==> src/rtl/digit_sequencer_if.sv <==
// Source-side and driver-side signals of digit_sequencer.
// The bench drives through master; the sequencer attaches as slave.
interface digit_sequencer_if #(
    parameter int CW = 4
);
    logic [3:0]    digit_in;
    logic          digit_valid;
    logic          digit_ready;
    logic          clear;
    logic [3:0]    digit;
    logic          load;
    logic          busy;
    logic [CW-1:0] count;
    logic          reject;

    modport master (
        output digit_in, digit_valid, clear,
        input  digit_ready, digit, load, busy, count, reject
    );

    modport slave (
        input  digit_in, digit_valid, clear,
        output digit_ready, digit, load, busy, count, reject
    );
endinterface

==> src/rtl/digit_sequencer.sv <==
// Queues requested digits and presents each one to step_motor_drive.
// Each digit gets a load-high hold window followed by a load-low re-arm gap.
module digit_sequencer #(
    parameter int DEPTH       = 8,
    parameter int HOLD_CYCLES = 800_000_000,
    parameter int GAP_CYCLES  = 4_000_000,
    parameter int CW          = $clog2(DEPTH + 1)
) (
    input  logic            clk,
    input  logic            reset_n,
    digit_sequencer_if.slave bus
);
    localparam int AW = $clog2(DEPTH);

    typedef enum logic [1:0] {IDLE, HOLD, GAP} state_t;

    state_t        state_q, state_d;
    logic [31:0]   timer_q, timer_d;
    logic [3:0]    digit_q, digit_d;
    logic          load_q, load_d;
    logic          reject_q;
    logic [AW-1:0] wr_ptr_q, rd_ptr_q;
    logic [CW-1:0] count_q;
    logic [3:0]    mem [DEPTH];
    logic          ready, in_range, push, pop;

    // Readiness looks only at the registered count, so a same-cycle pop never frees a slot early.
    assign ready    = count_q < CW'(DEPTH);
    assign in_range = bus.digit_in <= 4'd9;
    assign push     = bus.digit_valid & ready & in_range;

    always_ff @(posedge clk or negedge reset_n) begin
        if (!reset_n) begin
            wr_ptr_q <= '0;
            rd_ptr_q <= '0;
            count_q  <= '0;
            reject_q <= 1'b0;
        end else begin
            reject_q <= bus.digit_valid & (~ready | ~in_range);
            if (bus.clear) begin
                wr_ptr_q <= '0;
                rd_ptr_q <= '0;
                count_q  <= '0;
            end else begin
                if (push) wr_ptr_q <= wr_ptr_q + AW'(1);
                if (pop)  rd_ptr_q <= rd_ptr_q + AW'(1);
                count_q <= count_q + CW'(push) - CW'(pop);
            end
        end
    end

    always_ff @(posedge clk) begin
        if (push && !bus.clear) mem[wr_ptr_q] <= bus.digit_in;
    end

    always_ff @(posedge clk or negedge reset_n) begin
        if (!reset_n) begin
            state_q <= IDLE;
            timer_q <= '0;
            digit_q <= '0;
            load_q  <= 1'b0;
        end else begin
            state_q <= state_d;
            timer_q <= timer_d;
            digit_q <= digit_d;
            load_q  <= load_d;
        end
    end

    always_comb begin
        state_d = state_q;
        timer_d = timer_q;
        digit_d = digit_q;
        load_d  = load_q;
        pop     = 1'b0;
        case (state_q)
            IDLE: begin
                load_d = 1'b0;
                if (count_q != '0) begin
                    pop     = 1'b1;
                    digit_d = mem[rd_ptr_q];
                    load_d  = 1'b1;
                    timer_d = '0;
                    state_d = HOLD;
                end
            end
            HOLD: begin
                timer_d = timer_q + 32'd1;
                if (timer_q == 32'(HOLD_CYCLES - 1)) begin
                    load_d  = 1'b0;
                    timer_d = '0;
                    state_d = GAP;
                end
            end
            GAP: begin
                timer_d = timer_q + 32'd1;
                if (timer_q == 32'(GAP_CYCLES - 1)) begin
                    timer_d = '0;
                    state_d = IDLE;
                end
            end
            default: state_d = IDLE;
        endcase
    end

    assign bus.digit_ready = ready;
    assign bus.digit       = digit_q;
    assign bus.load        = load_q;
    assign bus.busy        = state_q != IDLE;
    assign bus.count       = count_q;
    assign bus.reject      = reject_q;
endmodule

==> src/flat_wrapper.sv <==
// flat-port wrapper written by rule: the top's interface ports become plain ports
module digit_sequencer_flat 
#(
    parameter int DEPTH       = 8,
    parameter int HOLD_CYCLES = 800_000_000,
    parameter int GAP_CYCLES  = 4_000_000,
    parameter int CW          = $clog2(DEPTH + 1)
)
  (clk, reset_n, bus_digit_in, bus_digit_valid, bus_clear, bus_digit_ready, bus_digit, bus_load, bus_busy, bus_count, bus_reject);
  digit_sequencer_if #(.CW(CW)) bus_i ();
  input  logic clk;
  input  logic reset_n;
  input wire logic [$bits(bus_i.digit_in)-1:0] bus_digit_in;
  input wire logic [$bits(bus_i.digit_valid)-1:0] bus_digit_valid;
  input wire logic [$bits(bus_i.clear)-1:0] bus_clear;
  output wire logic [$bits(bus_i.digit_ready)-1:0] bus_digit_ready;
  output wire logic [$bits(bus_i.digit)-1:0] bus_digit;
  output wire logic [$bits(bus_i.load)-1:0] bus_load;
  output wire logic [$bits(bus_i.busy)-1:0] bus_busy;
  output wire logic [$bits(bus_i.count)-1:0] bus_count;
  output wire logic [$bits(bus_i.reject)-1:0] bus_reject;
  assign bus_i.digit_in = bus_digit_in;
  assign bus_i.digit_valid = bus_digit_valid;
  assign bus_i.clear = bus_clear;
  assign bus_digit_ready = bus_i.digit_ready;
  assign bus_digit = bus_i.digit;
  assign bus_load = bus_i.load;
  assign bus_busy = bus_i.busy;
  assign bus_count = bus_i.count;
  assign bus_reject = bus_i.reject;
  digit_sequencer #(.DEPTH(DEPTH), .HOLD_CYCLES(HOLD_CYCLES), .GAP_CYCLES(GAP_CYCLES), .CW(CW)) u_core (.clk(clk), .reset_n(reset_n), .bus(bus_i));
endmodule
==> config.mk <==
export PLATFORM = sky130hd
export DESIGN_NAME = digit_sequencer_flat
export DESIGN_NICKNAME = d
export VERILOG_FILES = /design/src/rtl/digit_sequencer_if.sv /design/src/rtl/digit_sequencer.sv /design/src/flat_wrapper.sv
export SDC_FILE = /design/constraint.sdc
export NUM_CORES = 1
export LEC_CHECK = 0
export CORE_ASPECT_RATIO = 1.5
export CORE_MARGIN = 1.5
export CORE_UTILIZATION = 30
export DETAILED_ROUTE_END_ITERATION = 10
export HOLD_SLACK_MARGIN = 0.1
export PLACE_DENSITY = 0.45
export SLEW_MARGIN = 20
export SYNTH_ARGS = -nofsm -noshare
export SYNTH_HDL_FRONTEND = slang
export SYNTH_SLANG_ARGS = --single-unit
==> constraint.sdc <==
create_clock -name clk -period 3 [get_ports clk]
set_clock_uncertainty 0.05 [all_clocks]
set_input_delay 0.6 -clock clk [delete_from_list [all_inputs] [get_ports clk]]
set_output_delay 0.6 -clock clk [all_outputs]
set_load 0.02 [all_outputs]
After elaboration in Yosys (flattened, before gate mapping):

Memory sizes are Yosys's and may differ from the RTL's. A register that Yosys moved wholly into a read port is not among the register bits.
Cells that the tools add are included.

* register bits: 46
* latch bits: 0
* RAM bits: 32
* bits in read-only memories: 0
* input port bits: 8
* memories kept: 1

* add/subtract/negate cells: 5
* $mul: 0
* div/mod/pow operators: 0
* $lt $le $gt $ge: 2
* equal/unequal tests: 7
* shift-type cells: 0
* muxes and demuxes: 19
* bitwise logic cells: 6
* reduce and logical (&&, ||, !) cells: 14

Memories
* u_core.mem: depth 8, bits a word 4, read ports 1, clocked after Yosys merged registers in 1, wr ports 1, line digit_sequencer.sv:24 `logic [3:0] mem [DEPTH];`

Operators by type and width (number)
* 2-to-1 mux 32 bit: 3
* case mux 32 bit (3 select lines): 1
* adder 32 x 1 -> 32 bit (second input constant): 1
* equality test 32 x 22 -> 1 bit (second input constant): 1
* equality test 32 x 30 -> 1 bit (second input constant): 1
* 2-to-1 mux 3 bit: 4
* nonzero test 2 bit: 4
* adder 3 x 1 -> 3 bit (second input constant): 2
* 2-to-1 mux 2 bit: 3
* inequality test 2 x 1 -> 1 bit (second input constant): 3
* case mux 2 bit (3 select lines): 1
* AND reduction 2 bit: 3
* 2-to-1 mux 1 bit: 5
* adder 4 x 1 -> 4 bit: 1
* <= comparator 4 bit (second input constant): 1
* less-than comparator 4 bit (second input constant): 1
* 2-to-1 mux 4 bit: 1
* nonzero test 4 bit: 1
* subtractor 4 x 1 -> 4 bit: 1
* bitwise AND 1 bit: 3
* AND reduction 3 bit: 1
* nonzero test 3 bit: 1
* equality test 2 x 1 -> 1 bit (second input constant): 1
* equality test 2 bit (second input constant): 1
* 6 further kinds: 8

Longest topological paths before layout:

Gate-level depths: netlist of the first run.

* depth after elaboration: 6
* depth in mapped cells: 13

Least setup slack after synthesis of the first run:

No wires, ideal clock.

* path kind: register -> register
* from: reg u_core.count_q[3], in the netlist u_core.bus.count[3]
* to: reg u_core.count_q[1], in the netlist u_core.bus.count[1]
* arrival: 2.341 ns
* setup slack: 0.476 ns
* stages on the path, launching flop included: 12
* buffers on the path: 1
* clock period less this slack: 2.524 ns
* cell sequence: dfrtp_1 -> inv_1 -> ha_1 -> nand2_1 -> nand2_1 -> inv_1 -> clkbuf_1 -> ha_1 -> inv_1 -> ha_1 -> fa_1 -> nor2b_1

* longest elaborated chain between the ends: 6
* elaborated cells between the ends (all ways): 9

RTL lines
* start, declared: line digit_sequencer.sv:23 `logic [CW-1:0] count_q;`
* start signal, assigned: line digit_sequencer.sv:47 `count_q <= count_q + CW'(push) - CW'(pop);`
* less-than comparator 4 bit: line digit_sequencer.sv:28 `assign ready = count_q < CW'(DEPTH);`
* net bus_digit_ready: line flat_wrapper.sv:16 `output wire logic [$bits(bus_i.digit_ready)-1:0] bus_digit_ready;`
* bitwise AND 1 bit (2 in a row): line digit_sequencer.sv:30 `assign push = bus.digit_valid & ready & in_range;`
* adder 4 x 1 -> 4 bit: line digit_sequencer.sv:47
* subtractor 4 x 1 -> 4 bit: line digit_sequencer.sv:47
* 2-to-1 mux 4 bit: line digit_sequencer.sv:40 `if (bus.clear) begin`

The timed path passes the listed nets, and every way through them passes these cells.
A chain may end at the register's enable or synchronous reset.

Worst setup path in the final report of the first run:

* from: reg u_core.timer_q[28]
* to: reg u_core.timer_q[29]

* longest elaborated chain between the ends: 3
* elaborated cells between the ends (all ways): 6

RTL lines
* start, declared: line digit_sequencer.sv:18 `logic [31:0] timer_q, timer_d;`
* start signal, assigned: line digit_sequencer.sv:64 `timer_q <= timer_d;`
* adder 32 x 1 -> 32 bit (tied with other cells): line digit_sequencer.sv:88, digit_sequencer.sv:96
* 2-to-1 mux 32 bit (on tied branches): line digit_sequencer.sv:97, digit_sequencer.sv:89
* case mux 32 bit (3 select lines) (*): line digit_sequencer.sv:76 `case (state_q)`

Mark *: on every way between the ends. The rest lies on a longest branch, timed or not.

==> flow_summary.json, run 1 <==
{
  "status": "finished clean",
  "vias_per_cell": 5.11,
  "min_period_ns": 2.76,
  "synth_warnings": 0,
  "overflow": 0,
  "dr.pass1.iters": 6,
  "synthTopCellsByArea": "dfrtp_1 30%, edfxtp_1 23%, mux4_2 4.4%, nand2_1 3.9%, ha_1 3.6%",
  "synth_nets": 395,
  "synth_top_area_share_pct": 30.4,
  "worstSetupPathType": "register to register",
  "drive_gt1_share_pct": 13.3,
  "syn_area_um2": 4110,
  "tightest_slew_ns": 0.801,
  "fin_hold_ws_ns": 0.469,
  "htree_num_levels": 3,
  "core-area_um2": 13500,
  "synthArstFlopShare_pct": 61.0,
  "numClockSinks": 82,
  "ant_nets": 0,
  "ys_seq_elements": 82,
  "ir_drop_uv": 304,
  "synth_most_common_cell": "dfrtp_1",
  "setup_slack_ns": 0.238,
  "syn_inst": 374,
  "synthToLayoutAreaGrowth_pct": 19.3,
  "rows": 52,
  "power_density_nw_per_um2": 828,
  "clock_path_buffers": 2,
  "setup_viol": 0,
  "grt_start_max_net_pins": 31,
  "synth_top_cell_by_area": "dfrtp_1",
  "finalPower_mw": 4.06,
  "end_kind": "register",
  "relSlewSlack_pct": 46.5,
  "cap_violations": 0,
  "finish.utilization_pct": 36.4,
  "cp-start-kind": "register",
  "routed_wl_mm": 9.45,
  "post-route-period-util_pct": 92.1,
  "critical_path_peak_fanout": 9,
  "nets": 429,
  "antenna_found_initial": 0,
  "port_buffers": 19,
  "cts_resized": 0,
  "cts_tree": "done",
  "num-fill-cells": 1367,
  "numCtsBuffers": 9,
  "worstPathArrival_ns": 2.94,
  "grt_pass1_vias": 3061,
  "drc": 0,
  "hp-class": "register to register",
  "dp_cells": 558,
  "yosysSeqAreaShare_pct": 53.8,
  "rsz0062_at_grt": "no",
  "gp_congestion": 0.757,
  "stdcell_count": 575,
  "postCtsSetupBuffers": 0,
  "final_area_um2": 4910,
  "synth_cell_types": 58,
  "root_buffer": "clkbuf_16",
  "syn_avg_cell_area_um2": 11.0,
  "dp_slack_ns": 0.177,
  "initial_utilization_pct": 30.5,
  "drt_iter0_drc": 111,
  "synthFlopType": "dfrtp_1",
  "diodes": 0,
  "synth_commonest_cells": "50 x dfrtp_1, 43 x nand2_1, 39 x nor2_1, 32 x edfxtp_1, 16 x nand3_1",
  "io_pins": 20,
  "synth_edf_count": 32,
  "fin_setup_tns_ns": 0,
  "die_w_um": 98.6,
  "p_leak_nw": 1.95,
  "wl_per_cell_um": 16.4,
  "report.final.slew_viol_count": 0,
  "grt_usage_pct": 14.2,
  "fmax_mhz": 362,
  "chipHeight_um": 146,
  "placed_area_um2": 4580,
  "cp.required_ns": 3.18,
  "clock_latency_ns": 0.34,
  "cts.reportedPaths.clkPinSlew_ns": 0.07,
  "die_area_um2": 14400,
  "finalHoldViolCount": 0,
  "vias": 2938,
  "dp_hpwl_mm": 6.89,
  "grt_pass1_wl_mm": 15.9
}
[per-layer routing]
| metal | vias to the layer above | routed length, µm | global-route usage, % |
|---|---|---|---|
| met2 | 30 | 5180 | 26.5 |
| li1 | 1441 | - | - |
| met4 | 0 | 149 | 4.29 |
| met5 | - | 0 | 0 |
| met1 | 1455 | 3900 | 15.8 |
| met3 | 12 | 214 | 3.21 |
[flip-flops by register name, summed over array words and instances (netlist names)]
| register | flops |
|---|---|
| u_core.mem | 32 |
| u_core.timer_q | 32 |
| u_core.bus.count | 4 |
| u_core.bus.digit | 4 |
| u_core.rd_ptr_q | 3 |
| u_core.wr_ptr_q | 3 |
| u_core.state_q | 2 |
| u_core.bus.load | 1 |
| u_core.bus.reject | 1 |
[worst paths after layout]
check                                        start            endpoint  slack (ns)  depth (start not counted)
worst max-delay path            u_core.timer_q[28]  u_core.timer_q[29]        0.24                          7
worst min register to register   u_core.timer_q[6]   u_core.timer_q[6]        0.47                          1
worst max register to register  u_core.timer_q[28]  u_core.timer_q[29]        0.24                          7
min in group asynchronous                  reset_n  u_core.timer_q[27]        0.54                          2
max in group asynchronous                  reset_n  u_core.timer_q[15]        1.74                          3
worst min-delay path             u_core.timer_q[6]   u_core.timer_q[6]        0.47                          1
[repair_timing]
item                                    in CTS  in global routing
hold buffers                                 1                  0
endpoints found under the setup margin       0                  0
endpoints found under the hold margin        2                  0
[final cells by class]
class | instances | area (µm²) | share of cell area (%)
sequential | 82 | 2210 | 45.1
multi-input combinational | 260 | 1770 | 36.1
timing repair buffer | 41 | 353 | 7.19
clock buffer | 9 | 225 | 4.59
tap | 162 | 203 | 4.13
clock inverter | 7 | 90.1 | 1.84
inverter | 14 | 52.6 | 1.07
[logic make-up (layout without fill, tap and decap cells)]
family                   after synthesis  count (layout)  share of synthesized area [%]
flip-flops                            82              82                           53.8
buffers and inverters                 32              71                           3.25
adder cells (fa/ha/maj)               13              13                           4.14
AO/OA/AOI/OAI                         68              68                           12.0
multiplexers                          16              16                           6.39
XOR/XNOR                              10              10                           2.13
AND/OR/NAND/NOR                      153             153                           18.3
[power breakdown]
group          internal (mW)  leakage [nW]  switching, mW  total (mW)
Clock                  0.670         0.156          0.501        1.17
Combinational          0.640         0.834          0.882        1.52
Sequential              1.26         0.963          0.107        1.37
Total                   2.57          1.95           1.49        4.06
[layout by cell type (no fill, tap or decap), drive strengths merged, types with 3 or more instances in the layout]
cell type and n:
ha 12, nand4 9, nand2 43, and4 3, or3 4, buf 22
and3 5, clkbuf 9, nand3 17, nor4 3, edfxtp 32, a211oi 3
o21a 3, clkdlybuf4s50 18, a21o 7, a31oi 5, a21oi 15, nor3 9
o211ai 3, mux4 8, xnor2 4, xor2 6, o21ai 11, inv 19
nor2b 3, dfrtp 50, nor4b 3, a22o 7, or2 4, mux2i 6
and2 3, nor2 39
[critical path, stage by stage (launching register included)]
cell and delay, ns:
dfrtp_1 0.42, nor4_1 0.47, nand4b_1 0.29, o31ai_2 0.54
a21oi_2 0.26, buf_4 0.23, o211a_1 0.10, a221o_1 0.26
No activity file was read; power rests on OpenSTA's default activity.
==> run 2: changes to the inputs <==
ABC_AREA = 1   (was not set)
RECOVER_POWER = 100   (was not set)
==> run 2 against run 1 <==
Effect of this change: highest routed layer unchanged; setup slack gained 0.18 ns; cell count grew 39%; flip-flop and latch count is the same; combinational power shrank 5%; critical path type is now primary input to register.
==> flow_summary.json, run 2 <==
{
  "io_pins": 20,
  "dp_hpwl_mm": 9.38,
  "synthTopCellsByArea": "dfrtp_1 28%, edfxtp_1 21%, nand2_1 14%, nor2_1 7.3%, inv_1 4.9%",
  "synth_top_area_share_pct": 27.6,
  "diodes": 0,
  "cap_violations": 0,
  "relSlewSlack_pct": 14.3,
  "cts_resized": 0,
  "fin_setup_tns_ns": 0,
  "min_period_ns": 2.59,
  "yosysSeqAreaShare_pct": 48.7,
  "post-route-period-util_pct": 86.2,
  "mostFrequentLayoutCell": "nand2_1",
  "chipHeight_um": 154,
  "report.final.slew_viol_count": 0,
  "critical_path_peak_fanout": 5,
  "cp-start-kind": "primary input",
  "core-area_um2": 14700,
  "clock_latency_ns": 0.34,
  "cpMaxStageDelayCell": "dlygate4sd3_1",
  "end_kind": "register",
  "initial_utilization_pct": 31.0,
  "gp_congestion": 0.864,
  "synthArstFlopShare_pct": 61.0,
  "reg.largest.list": "u_core.mem x32, u_core.timer_q x32",
  "worstSetupPathType": "primary input to register",
  "critPathTopFamily": "simple AND/OR/NAND/NOR gates",
  "overflow": 0,
  "synth_cell_types": 31,
  "ir_drop_uv": 300,
  "synth_most_common_cell": "nand2_1",
  "cp.required_ns": 2.98,
  "hp-start": "u_core.bus.load",
  "final_cell_mix": "170 x nand2_1, 89 x nor2_1, 59 x inv_1",
  "postCtsSetupBuffers": 0,
  "num-fill-cells": 1573,
  "rr_worst_depth": 10,
  "min_to": "u_core.bus.load",
  "wl_per_cell_um": 15.1,
  "antenna_found_initial": 0,
  "numCtsBuffers": 9,
  "timing.rr.end": "u_core.timer_q[0]",
  "rows": 54,
  "hold_buffers": 0,
  "synthToLayoutAreaGrowth_pct": 15.1,
  "clock_path_buffers": 2,
  "synth_nets": 591,
  "nets": 619,
  "grt_usage_pct": 16.4,
  "max_stage_delay_ns": 0.55,
  "grt_pass1_wl_mm": 19.6,
  "syn_inst": 570,
  "root_buffer": "clkbuf_16",
  "rsz0062_at_grt": "no",
  "syn_avg_cell_area_um2": 7.96,
  "drive_gt1_share_pct": 5.97,
  "synth_warnings": 0,
  "port_buffers": 19,
  "vias_per_cell": 4.61,
  "status": "finished clean",
  "setup_viol": 0,
  "power_density_nw_per_um2": 758,
  "multi_input_area_um2": 1990,
  "hp-class": "register to register",
  "grt_pass1_vias": 3835,
  "cts_tree": "done",
  "r2r_slack_ns": 0.44,
  "grt_start_max_net_pins": 31,
  "dr.pass1.iters": 4,
  "path_cells": "dlygate4sd3_1 -> o21ai_0 -> nand3_1 -> nor2_1 -> nand2_1 -> nor3_1 -> clkbuf_1",
  "syn_area_um2": 4540,
  "synth_top_cell_by_area": "dfrtp_1",
  "drc": 0,
  "drt_iter0_drc": 108,
  "p_leak_nw": 2.17,
  "r2r_start": "u_core.timer_q[0]",
  "routed_wl_mm": 12.1,
  "worstPathArrival_ns": 2.56,
  "tightest_slew_ns": 1.29,
  "vias": 3685,
  "ant_nets": 0,
  "numClockSinks": 82,
  "htree_num_levels": 3,
  "finalHoldViolCount": 0,
  "finalPower_mw": 3.96,
  "fmax_mhz": 387,
  "die_area_um2": 15900,
  "min_delay_path_depth": 2,
  "synthFlopType": "dfrtp_1",
  "synth_commonest_cells": "167 x nand2_1, 88 x nor2_1, 59 x inv_1, 50 x dfrtp_1, 34 x o21ai_0",
  "regArea_um2": 2210,
  "cts.reportedPaths.clkPinSlew_ns": 0.07,
  "synth_edf_count": 32,
  "path_buf_inv": 2,
  "die_w_um": 103,
  "placed_area_um2": 4970,
  "final_area_um2": 5230,
  "ys_seq_elements": 82
}
==> run 2: cell count changes after synthesis, moves of 8 or more <==
cell / change
mux4_2: -8
o21ai_0: +25
inv_1: +45
a21oi_1: +11
nor2_1: +49
nand2_1: +124
==> run 2: power by group <==
group	switching, mW	total (mW)	internal (mW)
registers	0.110	1.38	1.27
logic	1.03	1.45	0.421
clock network	0.478	1.13	0.651
total	1.61	3.96	2.34
==> run 2: worst reg2reg max path, cell delays in order, from the launching register on <==
cell and delay [ns]:
dfrtp_1 0.42, ha_1 0.25, nand3_1 0.12, inv_1 0.10, nand2_1 0.14, nor2_1 0.08, nand2_1 0.11, nand2_1 0.07
nand2_1 0.41, nand2_2 0.43, o21ai_0 0.30
==> run 2: metrics by stage <==
stage          worst slack (ns)  hold WS (ns)  util [%]  instances
3_5_place_dp             0.0986         0.427      33.9        783
2_1_floorplan             0.520         0.254         -        570
4_1_cts                   0.454         0.201      35.9        799
6_report                  0.413         0.437      35.6        799
3_3_place_gp              0.152         0.419      33.9        783
5_1_grt                   0.208         0.468      35.6        799
==> run 2: layout make-up <==
class | instances | share of cell area (%)
tap | 196 | 4.69
multi-input combinational | 413 | 38.2
clock buffer | 9 | 4.31
inverter | 62 | 4.45
clock inverter | 7 | 1.46
sequential | 82 | 42.3
timing repair buffer | 30 | 4.57
==> run 2: how the worst max path moves through the flow <==
stage                              from  cells past startpoint                  end  slack (ns)
finish                  bus_digit_in[1]                      7     u_core.mem[2][3]        0.41
floorplan           u_core.bus.count[3]                     11  u_core.bus.count[2]        0.52
global route            bus_digit_in[1]                      7     u_core.mem[2][1]        0.21
global placement        bus_digit_in[1]                      6     u_core.mem[0][3]        0.15
CTS                     bus_digit_in[1]                      6     u_core.mem[6][0]        0.45
detailed placement      bus_digit_in[1]                      6     u_core.mem[6][1]         0.1
==> run 2: metal layers <==
layer	global-route usage [%]	up-vias	part of all wire (%)
met5	0	-	0
met4	8.82	0	4.4
met3	2.41	34	1.8
met2	30.8	63	56
met1	16.8	1701	38
li1	-	1887	-
==> run 2: kinds of logic after synthesis <==
| family | synth area share [%] |
|---|---|
| simple gates | 29.0 |
| flops | 48.7 |
| buf+inv | 6.98 |
| compound gates | 8.80 |
| xor+xnor | 2.70 |
| fa+ha+maj | 3.75 |
==> run 3: changes to the inputs <==
SETUP_SLACK_MARGIN = 0.4   (was not set)
==> run 3 against run 2 <==
Effect of this change: wire length about the same; highest routed layer unchanged; largest cell class unchanged; utilization about the same; flip-flop and latch count unchanged; largest power group unchanged.
==> flow_summary.json, run 3 (synthesis results as in run 2) <==
{
  "clock_path_buffers": 2,
  "finish.utilization_pct": 35.7,
  "grt_start_max_net_pins": 31,
  "drive_gt1_share_pct": 6.14,
  "switchingPower_mw": 1.61,
  "min_period_ns": 2.54,
  "rows": 54,
  "netSwitchingFraction_pct": 40.7,
  "final_cell_mix": "170 x nand2_1, 89 x nor2_1, 59 x inv_1",
  "hp-class": "register to register",
  "die_area_um2": 15900,
  "wl_per_cell_um": 15.1,
  "htree_num_levels": 3,
  "critical_path_peak_fanout": 20,
  "finalHoldViolCount": 0,
  "stdcell_count": 799,
  "reg.largest.list": "u_core.mem x32, u_core.timer_q x32",
  "power_density_nw_per_um2": 758,
  "rsz0062_at_grt": "no",
  "synthToLayoutAreaGrowth_pct": 15.3,
  "dp_cells": 783,
  "startpoint": "u_core.timer_q[0]",
  "gp_congestion": 0.864,
  "overflow": 0,
  "dp_hpwl_mm": 9.38,
  "vias_per_cell": 4.60,
  "relSlewSlack_pct": 14.4,
  "fin_setup_tns_ns": 0,
  "r2r_start": "u_core.timer_q[0]",
  "p_leak_nw": 2.18,
  "r2r_slack_ns": 0.46,
  "numClockSinks": 82,
  "end_kind": "register",
  "diodes": 0,
  "die_w_um": 103,
  "clock_power_share_pct": 28.5,
  "drt_iter0_drc": 108,
  "nets": 619,
  "cts_tree": "done",
  "crit_end": "u_core.timer_q[5]",
  "antenna_found_initial": 0,
  "initial_utilization_pct": 31.0,
  "finalPower_mw": 3.97,
  "report.final.slew_viol_count": 0,
  "worstSetupPathType": "register to register",
  "clock_latency_ns": 0.34,
  "dr.pass1.iters": 4,
  "cts.reportedPaths.clkPinSlew_ns": 0.07,
  "grt_usage_pct": 16.4,
  "grt_pass1_wl_mm": 19.6,
  "grt_pass1_vias": 3835,
  "timing.rr.end": "u_core.timer_q[5]",
  "routed_wl_mm": 12.1,
  "postCtsSetupBuffers": 0,
  "cap_violations": 0,
  "ir_drop_uv": 300,
  "port_buffers": 19,
  "vias": 3678,
  "cp-start-kind": "register",
  "core-area_um2": 14700,
  "status": "finished clean",
  "numCtsBuffers": 9,
  "cp.required_ns": 3.14,
  "rr_worst_depth": 10,
  "p_seq_share_pct": 34.8,
  "p_int_mw": 2.35,
  "setup_viol": 0,
  "worstPathArrival_ns": 2.68,
  "io_pins": 20,
  "drc": 0,
  "post-route-period-util_pct": 84.7,
  "chipHeight_um": 154,
  "tightest_slew_ns": 1.28,
  "hold_buffers": 0,
  "mostFrequentLayoutCell": "nand2_1",
  "combinationalPowerShare_pct": 36.7,
  "fmax_mhz": 394,
  "root_buffer": "clkbuf_16",
  "ant_nets": 0
}
run 3: cell types whose count changed in the layout (fill, tap and decap cells not counted):
cell      before  now
o21ai_0       35   34
clkbuf_1       7    6
clkbuf_2       2    1
o21ai_1        0    1
buf_4          3    5
run 3: how the worst min path moves through the flow:
stage / start / endpoint / slack, ns / depth (start not counted)
2_1_floorplan: reset_n / u_core.bus.count[0] / 0.25 / 0
3_3_place_gp: u_core.bus.digit[1] / u_core.bus.digit[1] / 0.42 / 2
3_5_place_dp: u_core.bus.digit[1] / u_core.bus.digit[1] / 0.43 / 2
4_1_cts: reset_n / u_core.timer_q[13] / 0.20 / 1
5_1_grt: u_core.bus.digit[1] / u_core.bus.digit[1] / 0.47 / 2
6_report: u_core.bus.load / u_core.bus.load / 0.44 / 2
run 3: final cells by class:
class                   instances  area [µm²]
fillers                      1572        9430
flip-flops and latches         82        2210
multi-input cells             413        1990
repair buffers                 30         245
well taps                     196         245
inverters                      62         233
clock buffers                   9         225
clock inverters                 7        76.3
run 3: repair_timing:
action | CTS | global route
endpoints found under the hold margin | 0 | 0
setup endpoints to repair | 0 | 4
gates resized for setup | 0 | 1
run 3: power groups by stage:
stage | combinational [mW] | clock [mW] | sequential [mW]
4_1_cts | 1.56 | 1.16 | 1.39
6_report | 1.46 | 1.13 | 1.38
2_1_floorplan | 1.02 | 0 | 1.41
3_3_place_gp | 1.56 | 0 | 1.41
5_1_grt | 1.66 | 1.21 | 1.40
3_5_place_dp | 1.55 | 0 | 1.41
run 3: layer usage:
layer  routed length (µm)  vias up  track usage [%]
li1                     -     1886                -
met5                    0        -                0
met1                 4570     1698             16.8
met4                  537        0             8.82
met2                 6750       60             30.8
met3                  215       34             2.41
run 3: stage by stage:
stage,hold WS [ns],worst slack [ns],instance area [µm²]
after detailed placement,0.427,0.0986,4970
final,0.437,0.459,5230
after global placement,0.419,0.152,4970
after floorplan,0.254,0.520,4540
after global routing,0.468,0.227,5230
after CTS,0.201,0.454,5270
run 3: worst max-delay path, stage by stage, from the launching register on:
cell,delay [ns]
dfrtp_1,0.41
ha_1,0.22
nand3_1,0.12
inv_1,0.13
nand2_1,0.13
nor2_1,0.19
nand2_1,0.09
nand2_1,0.06
nand2_1,0.32
nand2_2,0.51
a21oi_1,0.14
